===== config.mk =====
export PLATFORM = sky130hd
export DESIGN_NAME = scr1_reset_seq_ctrl
export DESIGN_NICKNAME = d
export VERILOG_FILES = /design/src/rtl/scr1_reset_seq_ctrl.sv
export SDC_FILE = /design/constraint.sdc
export NUM_CORES = 1
export LEC_CHECK = 0
export ABC_CLOCK_PERIOD_IN_PS = 2340
export CORE_MARGIN = 1.5
export CORE_UTILIZATION = 55
export DETAILED_ROUTE_END_ITERATION = 6
export DONT_BUFFER_PORTS = 1
export HOLD_SLACK_MARGIN = 0.08
export PLACE_DENSITY = 0.8
export SLEW_MARGIN = 25
export SYNTH_ARGS = -nofsm -noshare
export SYNTH_HDL_FRONTEND = slang
export SYNTH_SLANG_ARGS = --single-unit

===== constraint.sdc =====
create_clock -name clk -period 2.34 [get_ports clk]
set_input_delay 0.351 -clock clk [delete_from_list [all_inputs] [get_ports clk]]
set_output_delay 0.351 -clock clk [all_outputs]
set_load 0.03 [all_outputs]

===== src/rtl/scr1_reset_seq_ctrl.sv =====
// Multi-channel reset sequencer: holds all pending channels low, then releases them in index order.
// Optional test bypass of the outputs is enabled with `define SCR1_RESET_SEQ_TEST_BYPASS_EN.
module scr1_reset_seq_ctrl #(
  parameter int CH_NUM        = 4,
  parameter int STAGES_AMOUNT = 2,
  parameter int HOLD_CYCLES   = 8,
  parameter int GAP_CYCLES    = 4
) (
  input  logic              clk,
  input  logic              rst_n,
  input  logic [CH_NUM-1:0] rst_req_in,
  input  logic              sw_rst_req,
`ifdef SCR1_RESET_SEQ_TEST_BYPASS_EN
  input  logic              test_mode,
  input  logic              test_rst_n,
`endif
  output logic [CH_NUM-1:0] rst_n_out,
  output logic [CH_NUM-1:0] rst_n_status,
  output logic              seq_busy,
  output logic              seq_done
);

  localparam int CNT_MAX = (HOLD_CYCLES > GAP_CYCLES) ? HOLD_CYCLES : GAP_CYCLES;
  localparam int CNT_W   = $clog2(CNT_MAX + 1);
  localparam int IDX_W   = (CH_NUM > 1) ? $clog2(CH_NUM) : 1;

  localparam logic [CNT_W-1:0] HOLD_LAST = CNT_W'(HOLD_CYCLES - 1);
  localparam logic [CNT_W-1:0] GAP_LAST  = CNT_W'(GAP_CYCLES - 1);
  localparam logic [IDX_W-1:0] IDX_LAST  = IDX_W'(CH_NUM - 1);

  localparam logic [1:0] ST_HOLD = 2'd0;
  localparam logic [1:0] ST_REL  = 2'd1;
  localparam logic [1:0] ST_RUN  = 2'd2;

  logic [STAGES_AMOUNT-1:0][CH_NUM-1:0] r_sync;
  logic [1:0]        r_state;
  logic [CNT_W-1:0]  r_cnt;
  logic [IDX_W-1:0]  r_idx;
  logic [CH_NUM-1:0] r_out;
  logic [CH_NUM-1:0] r_status;
  logic              r_busy;
  logic              r_done;

  logic [CH_NUM-1:0] w_req;
  logic              w_any_req;
  logic [IDX_W-1:0]  w_r;
  logic [IDX_W-1:0]  w_s;
  logic [CH_NUM-1:0] w_keep;

  // Request synchroniser chain for the asynchronous per-channel requests
  always_ff @(posedge clk) begin
    if (!rst_n) begin
      r_sync <= {(STAGES_AMOUNT*CH_NUM){1'b0}};
    end else begin
      r_sync[0] <= rst_req_in;
      for (int k = 1; k < STAGES_AMOUNT; k++) begin
        r_sync[k] <= r_sync[k-1];
      end
    end
  end

  // Effective request vector, lowest requester and the restart index
  always_comb begin
    w_req    = r_sync[STAGES_AMOUNT-1];
    w_req[0] = w_req[0] | sw_rst_req;
    w_any_req = |w_req;
    w_r = {IDX_W{1'b0}};
    for (int i = CH_NUM - 1; i >= 0; i--) begin
      w_r = w_req[i] ? IDX_W'(i) : w_r;
    end
    // An in-flight sequence may already be below the requester; restart from the lower point
    if ((r_state == ST_RUN) || (w_r < r_idx)) begin
      w_s = w_r;
    end else begin
      w_s = r_idx;
    end
    for (int j = 0; j < CH_NUM; j++) begin
      w_keep[j] = (j < int'(w_s));
    end
  end

  // Sequencer FSM: requests take priority over hold/gap counting
  always_ff @(posedge clk) begin
    if (!rst_n) begin
      r_state  <= ST_HOLD;
      r_cnt    <= {CNT_W{1'b0}};
      r_idx    <= {IDX_W{1'b0}};
      r_out    <= {CH_NUM{1'b0}};
      r_status <= {CH_NUM{1'b0}};
      r_busy   <= 1'b1;
      r_done   <= 1'b0;
    end else if (w_any_req) begin
      r_state  <= ST_HOLD;
      r_cnt    <= {CNT_W{1'b0}};
      r_idx    <= w_s;
      r_out    <= r_out & w_keep;
      r_status <= r_status & w_keep;
      r_busy   <= 1'b1;
      r_done   <= 1'b0;
    end else begin
      r_status <= r_out;
      r_done   <= 1'b0;
      case (r_state)
        ST_HOLD: begin
          r_busy <= 1'b1;
          if (r_cnt == HOLD_LAST) begin
            r_state <= ST_REL;
            r_cnt   <= {CNT_W{1'b0}};
          end else begin
            r_cnt <= r_cnt + CNT_W'(1);
          end
        end
        ST_REL: begin
          if (r_cnt == GAP_LAST) begin
            r_cnt        <= {CNT_W{1'b0}};
            r_out[r_idx] <= 1'b1;
            if (r_idx == IDX_LAST) begin
              r_state <= ST_RUN;
              r_busy  <= 1'b0;
              r_done  <= 1'b1;
            end else begin
              r_idx  <= r_idx + IDX_W'(1);
              r_busy <= 1'b1;
            end
          end else begin
            r_cnt  <= r_cnt + CNT_W'(1);
            r_busy <= 1'b1;
          end
        end
        ST_RUN: begin
          r_busy <= 1'b0;
        end
        default: begin
          r_state <= ST_HOLD;
          r_cnt   <= {CNT_W{1'b0}};
          r_busy  <= 1'b1;
        end
      endcase
    end
  end

`ifdef SCR1_RESET_SEQ_TEST_BYPASS_EN
  assign rst_n_out    = test_mode ? {CH_NUM{test_rst_n}} : r_out;
  assign rst_n_status = test_mode ? {CH_NUM{test_rst_n}} : r_status;
`else
  assign rst_n_out    = r_out;
  assign rst_n_status = r_status;
`endif
  assign seq_busy = r_busy;
  assign seq_done = r_done;

endmodule


After elaboration in Yosys (flattened, before gate mapping)

Index checks and enable logic that the tools add are counted.

Reduce and logical (&&, ||, !) cells: 11
$lt $le $gt $ge: 6
Bitwise gates (word level): 8
Mux-type cells: 26
Add/sub/neg operators: 2
Equal/unequal tests: 9

Operators by type and width:

| operator                                                              | count |
|---|---|
| 2-bit two-way mux                                                     | 12 |
| 4-bit two-way mux                                                     | 6 |
| 4-bit case mux with 3 select lines                                    | 1 |
| 4-bit by 3-bit AND with 4-bit output                                  | 2 |
| 2-bit inequality test (second input constant)                         | 4 |
| 7-bit OR reduction                                                    | 1 |
| 2-bit case mux with 3 select lines                                    | 1 |
| 5-bit OR reduction                                                    | 1 |
| 4-bit by 1-bit adder with 4-bit output (second input constant)        | 1 |
| 2-bit == test (second input constant)                                 | 2 |
| 4-bit by 2-bit == test with 1-bit output (second input constant)      | 1 |
| 4-bit by 3-bit == test with 1-bit output (second input constant)      | 1 |
| 1-bit by 2-bit < comparator with 1-bit output (first input constant)  | 2 |
| 1-bit two-way mux                                                     | 4 |
| 1-bit inverter                                                        | 4 |
| 4-bit bitwise OR                                                      | 1 |
| 4-bit AND reduction                                                   | 1 |
| 2-bit nonzero test                                                    | 2 |
| 4-bit OR reduction                                                    | 1 |
| 2-bit by 3-bit < comparator with 1-bit output (second input constant) | 1 |
| 3-bit AND reduction                                                   | 1 |
| 2-bit by 1-bit adder with 2-bit output (second input constant)        | 1 |
| 1-bit demux with 2-bit select                                         | 1 |
| 2-bit by 1-bit == test with 1-bit output (second input constant)      | 1 |
| other kinds (9)                                                       | 9 |

Word-level logic and storage cells: 71
Register bits: 26
Bits of input ports: 7
Output and inout port bits: 10

Longest topological paths before layout

Word-level depth: 10
Depth in mapped cells: 5
Gate-level depth less buffers: 5

Least setup slack after synthesis

OpenSTA, ideal clock, no wires.

Path kind: register to register
From: register r_cnt[0]
To: register r_idx[0]
Arrival time: 1.582 ns
Library setup time: 0.091 ns
Stages on the path, launching flop included: 6
Required time: 2.249 ns
Path slack: 0.667 ns
Clock period less this slack: 1.673 ns
Buffers on the path: 0
Cell sequence: dfxtp_1 ha_1 or4b_4 o211ai_2 a41oi_1 a311oi_1

Word-level cells in the longest chain between the ends: 3

Ends and longest elaborated chain:

| item                                     | line | text |
|---|---|---|
| from (decl)                              | 37   | `logic [CNT_W-1:0] r_cnt;` |
| from (signal assigned)                   | 86   | `r_cnt <= {CNT_W{1'b0}};` |
| from (signal assigned)                   | 94   | `r_cnt <= {CNT_W{1'b0}};` |
| from (signal assigned)                   | 108  | `r_cnt <= {CNT_W{1'b0}};` |
| 4-bit by 2-bit == test with 1-bit output | 114  | `if (r_cnt == GAP_LAST) begin` |
| 2-bit nonzero test (no source line)      | n/a  |  |
| 3-bit AND reduction (no source line)     | n/a  |  |
| to (signal assigned)                     | 87   | `r_idx <= {IDX_W{1'b0}};` |
| to (signal assigned)                     | 95   | `r_idx <= w_s;` |
| to (signal assigned)                     | 122  | `r_idx <= r_idx + IDX_W'(1);` |
| to (decl)                                | 38   | `logic [IDX_W-1:0] r_idx;` |

No other way between the ends.
A chain may end at the register's enable or synchronous reset.

Worst setup path in the final report

Same ends and word-level chain as after synthesis.

==> impl_metrics.py <==
metrics = {
    "status": {
        "status": "completed",
    },
    "clocking": {
        "cts-root-buf": "clkbuf_4",
        "cts_setup_buffers": 0,
        "clk_latency_ns": 0.32,
        "clk_path_buf_depth": 2,
        "clk_pin_slew_ns": 0.13,
        "cts_tree": "yes",
        "holdBufCountCts": 0,
        "cts_made_buffers": 3,
        "htreeDepth": 1,
        "cts.sinks": 26,
        "cts_resized": 0,
    },
    "placement": {
        "pre_cts_ws_ns": 0.507,
        "io_buffer_count": 0,
        "dp_hpwl_mm": 1.48,
        "gp_congestion": 0.842,
        "placed_area_mm2": 0.00115,
        "dp.cells": 145,
    },
    "synth": {
        "synth_area_leader_cell": "dfxtp_1",
        "ys_types": 36,
        "ys_seq_area_share_pct": 46.0,
        "avgSynthCellArea_um2": 9.35,
        "yosysWarnings": 0,
        "synth_area_mm2": 0.00113,
        "synth_seq_cells": 26,
        "syn_nets": 133,
        "synth-edff-count": 0,
        "ys.flop_type": "dfxtp_1",
        "synth_top_area_share_pct": 46.0,
        "syn_inst": 121,
        "ys_async_sr_fraction_pct": 0,
        "synth.area.top_cells": "dfxtp_1 (46%), and2_1 (5.5%), ha_1 (5.5%), nand2_1 (3.0%), nand2b_1 (2.8%)",
    },
    "final_layout": {
        "fillers": 172,
        "fin_area_mm2": 0.00119,
        "antenna_cells": 0,
        "regArea_um2": 520,
        "nets": 135,
        "layout_commonest_cell": "dfxtp_1",
        "instances_no_fill": 149,
        "final_cell_mix": "dfxtp_1 (26), and2_1 (10), nand2_1 (9)",
        "final_util_pct": 61.3,
        "syn_to_final_growth_pct": 5.20,
        "drive_gt1_share_pct": 7.38,
        "multi_input_area_um2": 577,
    },
    "floorplan": {
        "num_rows": 16,
        "coreArea_mm2": 0.00194,
        "dieWidth_um": 48.4,
        "die-area_mm2": 0.00234,
        "pin_count": 17,
        "die_y_um": 48.4,
        "start_util_pct": 58.2,
    },
    "worst_setup_path": {
        "startpoint_type": "register",
        "cp.arrival_ns": 2.09,
        "crit_type": "register to register",
        "cp_max_fo": 5,
        "cp-end-kind": "register",
        "crit_required_ns": 2.57,
    },
    "sta": {
        "period_needed_ns": 1.86,
        "drv_slew": 0,
        "finalHoldViolations": 0,
        "worst_slew_pin_slew_ns": 0.641,
        "finalSetupViolations": 0,
        "fin_hold_ws_ns": 0.141,
        "min_period_over_period_pct": 79.4,
        "fmax_mhz": 538,
        "rsz0062_at_grt": "no",
        "setup_tns_ns": 0,
        "max_slew_margin_pct": 56.9,
        "finalWorstSetupSlack_ns": 0.481,
        "finClkSkew_ns": 0.00168,
    },
    "power": {
        "power_density_mw_per_mm2": 613,
        "p_leak_nw": 0.433,
        "ir_drop_v": 0.000389,
        "power_mw": 0.729,
    },
    "route": {
        "wl_mm": 2.00,
        "num_vias": 877,
        "drt-pass1-iter-count": 4,
        "wl_per_cell_um": 13.4,
        "ant_nets": 0,
        "via_per_inst": 5.89,
        "drc": 0,
        "drtIter0Drc": 27,
    },
    "global_routing": {
        "grt_max_degree": 15,
        "first_global_vias": 819,
        "grt_pass1_wl_mm": 3.57,
        "grt_usage_pct": 19.4,
        "antenna_found_initial": 0,
        "grt_overflow": 0,
    },
    "run": {
        "cap_viol_max_count": 0,
    },
    "hold_path": {
        "min_path_type": "primary input to register",
    },
}
==> routing by layer <==
| layer | vias to the layer above | wire, um | track usage, % |
|---|---|---|---|
| met4 | 0 | 39 | 9.52 |
| met1 | 409 | 928 | 25.5 |
| met3 | 5 | 108 | 3.40 |
| met2 | 30 | 918 | 30.8 |
| li1 | 433 | - | - |
| met5 | - | 0 | 0 |
==> cells by family after synthesis <==
group,synth area share (%)
adders and majority gates,5.53
muxes,0.996
DFF,46.0
buffers and inverters,2.99
AOI/OAI and AO/OA,18.5
and+or+nand+nor,26.0
==> sequential cells by signal, summed over array words and instances (netlist names) <==
register / count
r_sync: 8
r_cnt: 4
rst_n_out: 4
rst_n_status: 4
r_idx: 2
r_state: 2
seq_busy: 1
seq_done: 1
==> final timing paths <==
kind	start	to	slack (ns)	cells after the start
max	r_cnt[0]$_SDFFE_PP0N_	r_idx[0]$_SDFFE_PN0P_	0.48	5
min	rst_n	r_sync[4]$_SDFF_PN0_	0.14	1
max reg2reg	r_cnt[0]$_SDFFE_PP0N_	r_idx[0]$_SDFFE_PN0P_	0.48	5
min reg2reg	r_sync[3]$_SDFF_PN0_	r_sync[7]$_SDFF_PN0_	0.45	1
==> synthesized netlist by cell type, drive strengths merged, types with 2 or more instances <==
cell type / n
dfxtp: 26
nor4: 2
nand4: 3
clkbuf: 3
nor2: 8
nor3: 4
nand2: 9
a21oi: 6
nand2b: 5
o21ai: 5
a211oi: 3
a32o: 2
nor2b: 4
nand3: 2
and2: 10
ha: 5
inv: 6
==> critical path, stage by stage, from the launching register on <==
cell and delay, ns:
dfxtp_1 0.43, ha_1 0.25, or4b_4 0.52, o211ai_2 0.18, a41oi_1 0.13, a311oi_1 0.27
==> where the power goes <==
group          switching (mW)  internal, mW
logic                  0.0250        0.0193
clock network           0.128        0.0952
registers             0.00929         0.452
total                   0.163         0.567
==> final cells by class <==
| class | instances | area share [%] |
|---|---|---|
| multi-input cells | 86 | 48.5 |
| flip-flops and latches | 26 | 43.7 |
| clock buffers | 4 | 3.05 |
| well taps | 27 | 2.84 |
| inverters | 6 | 1.89 |
Power figures use the tool's default switching activity.
